[src/rtl/uf_pkg.sv]
// rtl/uf_pkg.sv - shared types and helpers for the union-find decoder
package uf_pkg;

  // Controller stage broadcast to every vertex
  typedef enum logic [1:0] {
    STAGE_IDLE          = 2'd0,
    STAGE_GROW_BOUNDARY = 2'd1,
    STAGE_MERGE         = 2'd2,
    STAGE_RESERVED      = 2'd3
  } stage_t;

  // Per-vertex sequencing state
  typedef enum logic [1:0] {
    S_IDLE       = 2'd0,
    S_GROW_PULSE = 2'd1,
    S_GROW_WAIT  = 2'd2,
    S_MERGE      = 2'd3
  } node_state_t;

  // Consecutive unchanged MERGE cycles before a vertex reports stable;
  // the link adds one register stage between neighbouring roots.
  localparam int STABLE_CYCLES = 2;

  // All-ones address marks a vertex that belongs to no cluster
  function automatic logic [31:0] null_root(input int aw);
    return 32'((64'd1 << aw) - 64'd1);
  endfunction

endpackage

[src/rtl/union_find_node_if.sv]
// rtl/union_find_node_if.sv - bundle of all neighbor-link signals of one vertex
interface union_find_node_if #(
  parameter int ADDRESS_WIDTH  = 12,
  parameter int NEIGHBOR_COUNT = 4
);

  logic [NEIGHBOR_COUNT-1:0]               link_fully_grown;
  logic [NEIGHBOR_COUNT*ADDRESS_WIDTH-1:0] link_peer_root;
  logic [ADDRESS_WIDTH-1:0]                link_root_out;
  logic [NEIGHBOR_COUNT-1:0]               link_increase;

  // Node side: publishes its root and grow pulses, reads link status
  modport master (
    input  link_fully_grown,
    input  link_peer_root,
    output link_root_out,
    output link_increase
  );

  // Link side: the mirror view
  modport slave (
    output link_fully_grown,
    output link_peer_root,
    input  link_root_out,
    input  link_increase
  );

endinterface

[src/rtl/root_min_tree.sv]
// rtl/root_min_tree.sv - combinational unsigned minimum over inputs qualified by valid
module root_min_tree #(
  parameter int WIDTH = 12,
  parameter int COUNT = 4
) (
  input  logic [COUNT*WIDTH-1:0] data,
  input  logic [COUNT-1:0]       valid,
  output logic [WIDTH-1:0]       min_value,
  output logic                   any_valid
);

  // Invalid lanes never win; with no valid lane the result is all-ones
  always_comb begin
    min_value = '1;
    any_valid = 1'b0;
    for (int i = 0; i < COUNT; i++) begin
      if (valid[i]) begin
        any_valid = 1'b1;
        if (data[i*WIDTH +: WIDTH] < min_value) begin
          min_value = data[i*WIDTH +: WIDTH];
        end
      end
    end
  end

endmodule

[src/rtl/union_find_node.sv]
// rtl/union_find_node.sv - per-vertex union-find unit: root holder, grow pulser, min-root merger
module union_find_node
  import uf_pkg::*;
#(
  parameter int ADDRESS_WIDTH  = 12,
  parameter int NEIGHBOR_COUNT = 4,
  parameter int ADDRESS        = 0
) (
  input  logic                     clk,
  input  logic                     reset,
  input  logic                     initialize,
  input  logic                     is_error_syndrome,
  input  stage_t                   stage,
  input  logic                     grow_enable,
  union_find_node_if.master        links,
  output logic [ADDRESS_WIDTH-1:0] root,
  output logic                     is_occupied,
  output logic                     is_boundary,
  output logic                     merge_stable
);

  localparam logic [ADDRESS_WIDTH-1:0] NULL_ROOT = ADDRESS_WIDTH'(null_root(ADDRESS_WIDTH));
  localparam logic [ADDRESS_WIDTH-1:0] OWN_ROOT  = ADDRESS_WIDTH'(ADDRESS);
  localparam logic [1:0]               CNT_MAX   = 2'(STABLE_CYCLES);

  node_state_t                state;
  stage_t                     stage_q;
  logic [ADDRESS_WIDTH-1:0]   root_q;
  logic [ADDRESS_WIDTH-1:0]   root_out_q;
  logic [NEIGHBOR_COUNT-1:0]  increase_q;
  logic [1:0]                 stable_cnt;

  logic [ADDRESS_WIDTH-1:0]   candidate;
  logic                       has_candidate;
  logic                       root_change;
  logic [NEIGHBOR_COUNT-1:0]  grow_mask;

  root_min_tree #(
    .WIDTH (ADDRESS_WIDTH),
    .COUNT (NEIGHBOR_COUNT)
  ) u_min (
    .data      (links.link_peer_root),
    .valid     (links.link_fully_grown),
    .min_value (candidate),
    .any_valid (has_candidate)
  );

  // Status flags and the grow mask come straight from registered state
  always_comb begin
    is_occupied = (root_q != NULL_ROOT);
    is_boundary = is_occupied && !(&links.link_fully_grown);
    grow_mask   = {NEIGHBOR_COUNT{is_occupied & grow_enable}} & ~links.link_fully_grown;
    root_change = has_candidate && (candidate < root_q);
  end

  // Stage sequencing, one-shot grow pulse, monotonic root merge and stability count
  always_ff @(posedge clk or posedge reset) begin
    if (reset) begin
      state      <= S_IDLE;
      stage_q    <= STAGE_IDLE;
      root_q     <= NULL_ROOT;
      root_out_q <= NULL_ROOT;
      increase_q <= '0;
      stable_cnt <= '0;
    end else begin
      stage_q    <= stage;
      root_out_q <= root_q;
      if (initialize) begin
        root_q     <= is_error_syndrome ? OWN_ROOT : NULL_ROOT;
        increase_q <= '0;
        stable_cnt <= '0;
        state      <= S_IDLE;
      end else begin
        increase_q <= '0;
        case (state)
          S_IDLE: begin
            if (stage == STAGE_GROW_BOUNDARY && stage_q != STAGE_GROW_BOUNDARY) begin
              state      <= S_GROW_PULSE;
              increase_q <= grow_mask;
            end else if (stage == STAGE_MERGE) begin
              state <= S_MERGE;
            end
          end
          S_GROW_PULSE: begin
            case (stage)
              STAGE_GROW_BOUNDARY: state <= S_GROW_WAIT;
              STAGE_MERGE:         state <= S_MERGE;
              default:             state <= S_IDLE;
            endcase
          end
          S_GROW_WAIT: begin
            if (stage == STAGE_MERGE) begin
              state <= S_MERGE;
            end else if (stage != STAGE_GROW_BOUNDARY) begin
              state <= S_IDLE;
            end
          end
          S_MERGE: begin
            if (stage == STAGE_IDLE) begin
              state <= S_IDLE;
            end else if (stage == STAGE_GROW_BOUNDARY) begin
              state      <= S_GROW_PULSE;
              increase_q <= grow_mask;
            end
          end
          default: state <= S_IDLE;
        endcase

        if (state == S_MERGE) begin
          if (root_change) begin
            root_q     <= candidate;
            stable_cnt <= '0;
          end else if (stage != stage_q) begin
            stable_cnt <= '0;
          end else if (stable_cnt != CNT_MAX) begin
            stable_cnt <= stable_cnt + 2'd1;
          end
        end else begin
          stable_cnt <= '0;
        end
      end
    end
  end

  assign links.link_root_out = root_out_q;
  assign links.link_increase = increase_q;
  assign root                = root_q;
  assign merge_stable        = (stable_cnt == CNT_MAX);

endmodule

[src/flat_wrapper.sv]
// flat-port wrapper written by rule: the top's interface ports become plain ports
module union_find_node_flat import uf_pkg::*;
#(
  parameter int ADDRESS_WIDTH  = 12,
  parameter int NEIGHBOR_COUNT = 4,
  parameter int ADDRESS        = 0
)
  (clk, reset, initialize, is_error_syndrome, stage, grow_enable, root, is_occupied, is_boundary, merge_stable, links_link_fully_grown, links_link_peer_root, links_link_root_out, links_link_increase);
  union_find_node_if #(.ADDRESS_WIDTH(ADDRESS_WIDTH), .NEIGHBOR_COUNT(NEIGHBOR_COUNT)) links_i ();
  input  logic clk;
  input  logic reset;
  input  logic initialize;
  input  logic is_error_syndrome;
  input  stage_t stage;
  input  logic grow_enable;
  output logic [ADDRESS_WIDTH-1:0] root;
  output logic is_occupied;
  output logic is_boundary;
  output logic merge_stable;
  input wire logic [$bits(links_i.link_fully_grown)-1:0] links_link_fully_grown;
  input wire logic [$bits(links_i.link_peer_root)-1:0] links_link_peer_root;
  output wire logic [$bits(links_i.link_root_out)-1:0] links_link_root_out;
  output wire logic [$bits(links_i.link_increase)-1:0] links_link_increase;
  assign links_i.link_fully_grown = links_link_fully_grown;
  assign links_i.link_peer_root = links_link_peer_root;
  assign links_link_root_out = links_i.link_root_out;
  assign links_link_increase = links_i.link_increase;
  union_find_node #(.ADDRESS_WIDTH(ADDRESS_WIDTH), .NEIGHBOR_COUNT(NEIGHBOR_COUNT), .ADDRESS(ADDRESS)) u_core (.clk(clk), .reset(reset), .initialize(initialize), .is_error_syndrome(is_error_syndrome), .stage(stage), .grow_enable(grow_enable), .links(links_i), .root(root), .is_occupied(is_occupied), .is_boundary(is_boundary), .merge_stable(merge_stable));
endmodule
[config.mk]
export PLATFORM = sky130hd
export DESIGN_NAME = union_find_node_flat
export DESIGN_NICKNAME = d
export VERILOG_FILES = /design/src/rtl/uf_pkg.sv /design/src/rtl/union_find_node_if.sv /design/src/rtl/root_min_tree.sv /design/src/rtl/union_find_node.sv /design/src/flat_wrapper.sv
export SDC_FILE = /design/constraint.sdc
export NUM_CORES = 1
export LEC_CHECK = 0
export ABC_AREA = 1
export CORE_MARGIN = 4
export CORE_UTILIZATION = 50
export CTS_BUF_LIST = sky130_fd_sc_hd__clkbuf_4 sky130_fd_sc_hd__clkbuf_8
export CTS_CLUSTER_SIZE = 30
export DETAILED_ROUTE_END_ITERATION = 8
export DONT_BUFFER_PORTS = 1
export PLACE_DENSITY = 0.76
export SLEW_MARGIN = 20
export SYNTH_ARGS = -nofsm -noshare
export SYNTH_HDL_FRONTEND = slang
export SYNTH_HIERARCHICAL = 1
export SYNTH_SLANG_ARGS = --single-unit
[constraint.sdc]
create_clock -name clk -period 2.9 [get_ports clk]
set_input_delay 0.58 -clock clk [delete_from_list [all_inputs] [get_ports clk]]
set_output_delay 0.58 -clock clk [all_outputs]
set_load 0.01 [all_outputs]
# After elaboration in Yosys (flattened, before gate mapping)
# Index checks and enable logic that the tools add are counted.
# word_totals
ff_bits	34
input_bits	59
output_inout_bits	31
word_cells	76
# op_classes
n_addsub	1
n_lt_le_gt_ge	5
eq_ne	15
n_mux	35
bitwise_logic	3
reduce_logical	11
# op_table
cell	n
2-to-1 mux 12 bit	12
less-than comparator 12 bit	4
2-to-1 mux 2 bit	12
2-to-1 mux 4 bit	4
less-than comparator 12 bit (second input constant)	1
inequality test 12 bit (second input constant)	1
inequality test 4 x 2 -> 1 bit (second input constant)	3
equality test 2 bit (second input constant)	4
one-hot mux 2 bit (4 select lines)	1
one-hot mux 4 bit (2 select lines)	1
inequality test 5 x 4 -> 1 bit (second input constant)	1
AND 4 bit	1
equality test 2 x 1 -> 1 bit (second input constant)	2
logical NOT 2 bit	2
2-to-1 mux 1 bit	4
inequality test 2 x 1 -> 1 bit (second input constant)	2
NOT 4 bit	1
one-hot mux 2 bit (2 select lines)	1
AND reduction 4 bit	1
nonzero test 2 bit	2
logical AND 1 bit	3
AND reduction 3 bit	1
adder 2 x 1 -> 2 bit (second input constant)	1
inequality test 2 bit	1
other kinds (4)	4

# Depth between registers and ports, before layout
# Gate-level depths: netlist of run 1.
# logic_depth
depth_word	17
depth_mapped	47
ltp_nobuf	43

# Hierarchy
# Netlist of run 1, hierarchy kept.
# by_module_without_submodules
mod	instances	cells_each	area_per_inst_um2	seq_area_each_um2
union_find_node	1	225	1935.6	880.8
root_min_tree	1	263	1447.6	0.0

# Worst setup path after synthesis of run 1
# No wires, ideal clock.
# synth_timing
path_kind	input to register
from	input links_link_fully_grown[0]
to	register u_core.root_q[0] (netlist: u_core/root[0])
setup_time_ns	0.061
arrival_time_ns	6.073
required_time_ns	2.839
slack_ns	-3.234
cell_stages	41
n_path_buf	5
cell_sequence	inv_1 clkbuf_1 nor2_1 ha_1 nand2_1 nor2_2 nand3_1 nor2_1 nand2_2 nand3_2 clkbuf_1 nor2_1 a21oi_1 inv_1 ha_1 a21oi_1 nor2_1 a2111oi_2 [5 not listed] nor2_1 a211oi_1 o21ai_0 a31oi_1 clkbuf_1 nand3_1 nand2_1 ha_1 nand2_1 inv_2 nand2_1 nand3_1 nor2_2 nand2_2 nand2_2 buf_6 nand3_1 nand2_1
# synth_between
elab_chain_len	14
word_cells_on_any_way	21
cone_classes	order compare: 4; mux: 14; reduce/logical: 3
# synth_rtl
element	line	source
start: declaration	flat_wrapper.sv:20	input wire logic [$bits(links_i.link_fully_grown)-1:0] links_link_fully_grown;
2-to-1 mux 12 bit *	root_min_tree.sv:17	if (valid[i]) begin
less-than comparator 12 bit	root_min_tree.sv:19	if (data[i*WIDTH +: WIDTH] < min_value) begin
2-to-1 mux 12 bit	root_min_tree.sv:19	
2-to-1 mux 12 bit *	root_min_tree.sv:17	
less-than comparator 12 bit	root_min_tree.sv:19	
2-to-1 mux 12 bit	root_min_tree.sv:19	
2-to-1 mux 12 bit *	root_min_tree.sv:17	
less-than comparator 12 bit	root_min_tree.sv:19	
2-to-1 mux 12 bit	root_min_tree.sv:19	
2-to-1 mux 12 bit *	root_min_tree.sv:17	
via u_core.candidate[10]	union_find_node.sv:33	logic [ADDRESS_WIDTH-1:0] candidate;
less-than comparator 12 bit *	union_find_node.sv:53	root_change = has_candidate && (candidate < root_q);
logical AND 1 bit *	union_find_node.sv:53	
nonzero test 2 bit (no source line) *	--	
AND reduction 2 bit (no source line) *	--	
end signal: assignment	union_find_node.sv:69	root_q <= is_error_syndrome ? OWN_ROOT : NULL_ROOT;
end signal: assignment	union_find_node.sv:111	root_q <= candidate;
end: declaration	union_find_node.sv:28	logic [ADDRESS_WIDTH-1:0] root_q;
# Mark *: on every way through the listed nets, which the timed path passes. The rest lies on a longest branch. The select of a mux whose other input is x is not followed.
# A chain may end at the register's enable or synchronous reset.

# Final worst setup path of run 1
# layout_timing
from	input links_link_fully_grown[0]
to	register u_core.root_q[5] (netlist: u_core/root[5])
# Same word-level chain as after synthesis.

==> flow_summary.yaml, run 1 <==
critical_path:
  reg2reg_slack_ns: 0.92
  end_kind: "register"
  crit_path_top_delay_cell: "a2111oi_4"
  r2r_start: "u_core/root[11]"
  ff2ff_path_depth: 11
  crit_type: "primary input to register"
  required_ns: 3.14
  crit_fanout: 8
  cp_common_cell: "nand2_2"
  max_stage_delay_ns: 0.37
  crit_path_start_kind: "primary input"
  r2r-end: "u_core/root[5]"
  arrival_ns: 5.88
yosys:
  yosys.area_share.simple_pct: 35.4
  synth_top_area_cell: "ha_1"
  synth_compound_area_share_pct: 8.17
  synth_nets: 598
  synth_xor_area_share_pct: 0.259
  syn_area_per_cell_um2: 6.93
  synthAdderAreaFrac_pct: 18.9
  synth_most_common_cell: "nand2_1"
  synthesis.area_um2: 3380
  synth_edf_count: 0
  synth_warnings: 6
  synth_cell_type_count: 33
  yosys_most_used_dff: "dfstp_2"
  synth_cells: 488
  synth_top_cells_by_count: "126 x nand2_1, 74 x inv_1, 52 x nand3_1"
  synth_top_area_share_pct: 18.9
  synthMuxAreaShare_pct: 0
  synth_top_family_by_area: "simple AND/OR/NAND/NOR gates"
  synth-seq-cells: 34
  synth.area.top_cells: "ha_1 19%, dfstp_2 19%, nand2_1 14%"
  synth_async_sr_flop_share_pct: 100
  ys_seq_area_share_pct: 26.0
outcome:
  status: "finished, violations left"
  violations: "setup timing"
drt:
  vias_per_cell: 5.96
  wl_mm: 12.6
  vias: 3928
  drc: 0
  drtPass1Iterations: 7
  dr.first_iter.drc_count: 280
  final_antenna_net_count: 0
  post_drt_wl_per_cell_um: 19.1
cells_and_area:
  fin_util_pct: 79.5
  antenna_cells: 0
  drive_gt1_share_pct: 47.4
  final_cells: 659
  design_area_um2: 5130
  syn2layout_area_growth_pct: 51.7
  finalNetCount: 691
floorplan:
  die_y_um: 90.3
  ioPinCount: 90
  die_area_um2: 8150
  chipWidth_um: 90.3
  rows: 29
  start_util_pct: 52.4
  core_area_um2: 6460
sta:
  min_period_over_period_pct: 195
  worst_slack_ns: -2.75
  setup_viol: 14
  fin_worst_skew_ns: 0.0108
  slew_headroom_pct: 53.3
  rsz0062_at_grt: "true"
  clock.fmax_ghz: 0.177
  hold_violations: 0
  tns_ns: -38.06
  slew_violations: 0
  timing.hold.ws_ns: 0.288
  tightestPinTransition_ns: 0.699
  fin_crit_ns: 5.65
power_and_ir_drop:
  vdd_ir_drop_max_v: 0.000289
  cellPowerDensity_nw_per_um2: 563
  p_leak_nw: 2.52
  total_power_mw: 2.89
placed_design:
  portBuffers: 0
  gp_congestion: 0.866
  numPlacedInstances: 611
  hpwlAfterDp_mm: 7.57
  place_ws_ns: -2.96
  placed_area_um2: 4040
clock_tree:
  clk_pin_slew_ns: 0.08
  cts-htree-levels: 2
  ctsHoldBuffers: 0
  cts_made_buffers: 5
  worstSkewPairLatency_ns: 0.29
  root_buffer: "clkbuf_8"
  ctsLongestPathBuffers: 2
  cts_tree: "built"
  cts.sinks: 34
global_routing:
  grt_pass1_vias: 3901
  grt_pass1_wl_mm: 17.9
  grt_use_total_pct: 26.7
  overflow: 0
  grt_max_degree: 28
  grt_antenna_before_repair: 0
worst_hold_path:
  hold_path_class: "primary input to asynchronous set/reset pin"
flow_run:
  maxCapViolCount: 0
routing by layer:
| layer | vias up | share of wire (%) | global-route usage, % |
|---|---|---|---|
| met4 | 0 | 4.9 | 16.7 |
| met1 | 1833 | 34 | 27.0 |
| met2 | 252 | 52 | 48.2 |
| li1 | 1771 | - | - |
| met5 | - | 0 | 0 |
| met3 | 72 | 9.3 | 7.42 |
flip-flops by register name, indices dropped and copies added (netlist names):
signal,flops
u_core/stage_q,2
u_core/links.link_increase,4
u_core/root,12
u_core/stable_cnt,2
u_core/state,2
u_core/links.link_root_out,12
power breakdown:
part           switching [mW]  total (mW)  internal [mW]
sequential              0.188       0.874          0.686
clock                   0.175       0.367          0.191
combinational           0.918        1.65          0.733
total                    1.28        2.89           1.61
worst max path at each step:
stage                endpoint  depth (start not counted)  slack (ns)                 startpoint
6_report       u_core/root[5]                         38       -2.75  links_link_fully_grown[0]
4_1_cts        u_core/root[0]                         42       -2.24  links_link_fully_grown[0]
3_5_place_dp   u_core/root[0]                         39       -2.96  links_link_fully_grown[0]
5_1_grt        u_core/root[5]                         38       -2.93  links_link_fully_grown[0]
3_3_place_gp   u_core/root[3]                         39       -2.66  links_link_fully_grown[0]
2_1_floorplan  u_core/root[0]                         42       -2.66  links_link_fully_grown[0]
worst max-delay path: cells and delay by family:
kind,cells,cell delay (ns)
AOI/OAI and AO/OA,7,1.52
buffers and inverters,5,0.55
and+or+nand+nor,22,2.23
adders and majority gates,4,1.01
layout make-up:
cell class	instances	area, um2
clock buffers	6	82.6
clock inverters	2	11.3
fillers	361	1330
inverters	76	314
multi-input cells	367	2920
flip-flops and latches	34	881
well taps	77	96.3
repair buffers	96	816
repair inverters	1	8.76
cell families after synthesis:
| group | count (synthesis) |
|---|---|
| AOI/OAI and AO/OA | 49 |
| DFF | 34 |
| and+or+nand+nor | 262 |
| buffers and inverters | 91 |
| xor gates and xnor gates | 1 |
| adders and majority gates | 51 |
timing repair:
action,4_1_cts,5_1_grt
pin swaps,23,47
setup buffers,19,13
endpoints found under the setup margin,14,14
cloned,8,0
resized for setup,59,79
cell usage in the layout (no fill, tap or decap), types with 9 or more instances in the layout:
cell	netlist	final
ha_4	0	19
o21ai_0	19	9
ha_1	51	32
nand4_1	11	11
dfstp_2	24	24
inv_1	74	69
nand2_2	18	40
nand3_4	0	10
nor2_2	3	10
nor2_1	35	20
buf_4	2	83
nand3_1	52	27
dfrtp_1	10	10
nand2_4	0	9
nand2_1	126	96
a21oi_1	21	13
nand3_2	6	23
Note: power is estimated with default switching activity, not from simulation.
==> inputs of run 2 (changes only) <==
--- a/config.mk
+++ b/config.mk
@@ -13,6 +13,7 @@
 export DETAILED_ROUTE_END_ITERATION = 8
 export DONT_BUFFER_PORTS = 1
 export PLACE_DENSITY = 0.76
+export SKIP_CTS_REPAIR_TIMING = 1
 export SLEW_MARGIN = 20
 export SYNTH_ARGS = -nofsm -noshare
 export SYNTH_HDL_FRONTEND = slang
==> run 2 against run 1 <==
Against the previous run:
- the flow still finishes with violations (setup timing)
- critical path depth up 4
- first-iteration DRC count is 32% lower
- highest routed layer unchanged
- clock skew shrank 0.0032 ns
- combinational power is 7% lower
- non-clock buffer count down 13
- final area decreased by 2.8%
==> flow_summary.yaml, run 2 (synthesis gave the netlist of run 1 again) <==
sta:
  hold_violations: 0
  clock.fmax_ghz: 0.181
  tightestPinTransition_ns: 0.704
  min_period_over_period_pct: 190
  fin_worst_skew_ns: 0.00767
  slew_headroom_pct: 53.0
  setup_viol: 14
  timing.hold.ws_ns: 0.286
  fin_crit_ns: 5.51
  slew_violations: 0
  worst_slack_ns: -2.61
  rsz0062_at_grt: "true"
floorplan:
  die_area_um2: 8150
  ioPinCount: 90
  rows: 29
  start_util_pct: 52.4
  die_y_um: 90.3
  core_area_um2: 6460
  chipWidth_um: 90.3
power_and_ir_drop:
  cellPowerDensity_nw_per_um2: 552
  p_leak_nw: 2.45
  total_power_mw: 2.75
  vdd_ir_drop_max_v: 0.000279
worst_hold_path:
  hold_path_class: "primary input to asynchronous set/reset pin"
global_routing:
  grt_pass1_wl_mm: 14.8
  grt_use_total_pct: 21.7
  overflow: 0
  grt_pass1_vias: 3284
  grt_max_degree: 27
  grt_antenna_before_repair: 0
clock_tree:
  clk_pin_slew_ns: 0.07
  cts_made_buffers: 5
  cts_tree: "built"
  cts-htree-levels: 2
  cts.sinks: 34
  worstSkewPairLatency_ns: 0.29
  root_buffer: "clkbuf_8"
  ctsLongestPathBuffers: 2
critical_path:
  crit_fanout: 8
  arrival_ns: 5.69
  required_ns: 3.08
  crit_path_top_delay_cell: "ha_4"
  crit_path_start_kind: "primary input"
  crit_type: "primary input to register"
  end_kind: "register"
  max_stage_delay_ns: 0.31
cells_and_area:
  finalNetCount: 677
  syn2layout_area_growth_pct: 47.5
  fin_util_pct: 77.3
  final_cell_mix: "99 x nand2_1, 73 x buf_4, 67 x inv_1, 35 x nand2_2, 34 x nand3_1"
  final_common_cell: "nand2_1"
  antenna_cells: 0
  drive_gt1_share_pct: 45.2
drt:
  drtPass1Iterations: 5
  drc: 0
  dr.first_iter.drc_count: 190
  wl_mm: 12.1
  vias_per_cell: 5.78
  post_drt_wl_per_cell_um: 18.8
  vias: 3728
  final_antenna_net_count: 0
placed_design:
  portBuffers: 0
  place_ws_ns: -2.96
  gp_congestion: 0.866
  hpwlAfterDp_mm: 7.57
flow_run:
  maxCapViolCount: 0
outcome:
  violations: "setup timing"
  status: "finished, violations left"
-- run 2: changes by cell type in the layout (fill, tap and decap cells not counted), sizes merged --
| cell | delta |
|---|---|
| nand3 | -1 |
| buf | -14 |
| inv | -1 |
| clkbuf | +1 |
| clkinv | +1 |
-- run 2: worst paths after layout --
| check | from | to | slack (ns) | cells after the start |
|---|---|---|---|---|
| setup / recovery | links_link_fully_grown[0] | u_core/stable_cnt[0] | -2.61 | 42 |
| hold / removal | reset | u_core/state[0] | 0.29 | 1 |
| setup reg to reg | u_core/root[11] | u_core/stable_cnt[0] | 0.91 | 11 |
| hold reg to reg | u_core/root[2] | u_core/links.link_root_out[2] | 0.41 | 0 |
| max in group asynchronous | reset | u_core/root[9] | 1.88 | 2 |
| min in group clk | stage[1] | u_core/stage_q[1] | 0.31 | 0 |
-- run 2: metal layers --
layer	GRT usage [%]	vias up	wire [um]
met5	0	-	0
met4	6.25	0	749
met3	6.25	59	1120
met2	40.5	223	6200
met1	23.7	1698	4050
li1	-	1748	-
-- run 2: critical path: cells and delay by family --
| kind | cells | cell delay [ns] |
|---|---|---|
| buffers and inverters | 6 | 0.69 |
| and+or+nand+nor | 26 | 2.45 |
| AOI/OAI and AO/OA | 6 | 0.88 |
| adders and majority gates | 4 | 1.05 |
-- run 2: cell type report --
type | count | area [um2]
Clock buffer | 6 | 82.6
Clock inverter | 2 | 11.3
Fill cell | 395 | 1470
Inverter | 76 | 312
Multi-Input combinational cell | 366 | 2900
Sequential cell | 34 | 881
Tap cell | 77 | 96.3
Timing Repair Buffer | 83 | 692
Timing Repair inverter | 1 | 16.3
-- run 2: power by group --
part / internal (mW) / switching [mW]
logic: 0.671 / 0.859
clock network: 0.191 / 0.173
registers: 0.685 / 0.175
-- run 2: metrics by stage --
stage	TNS, ns	cells	instance area [um2]
finish	-36.25	645	4990
global route	-39.67	645	4990
CTS	-36.88	619	4140
detailed placement	-40.91	611	4040
global placement	-37.09	611	4040
floorplan	-36.66	488	3630
==> inputs of run 3 (changes only) <==
--- a/config.mk
+++ b/config.mk
@@ -14,7 +14,7 @@
 export DONT_BUFFER_PORTS = 1
 export PLACE_DENSITY = 0.76
 export SKIP_CTS_REPAIR_TIMING = 1
-export SLEW_MARGIN = 20
+export SLEW_MARGIN = 10
 export SYNTH_ARGS = -nofsm -noshare
 export SYNTH_HDL_FRONTEND = slang
 export SYNTH_HIERARCHICAL = 1
==> results of run 3 <==
The final DEF is identical to that of run 2; final timing and power are the same.
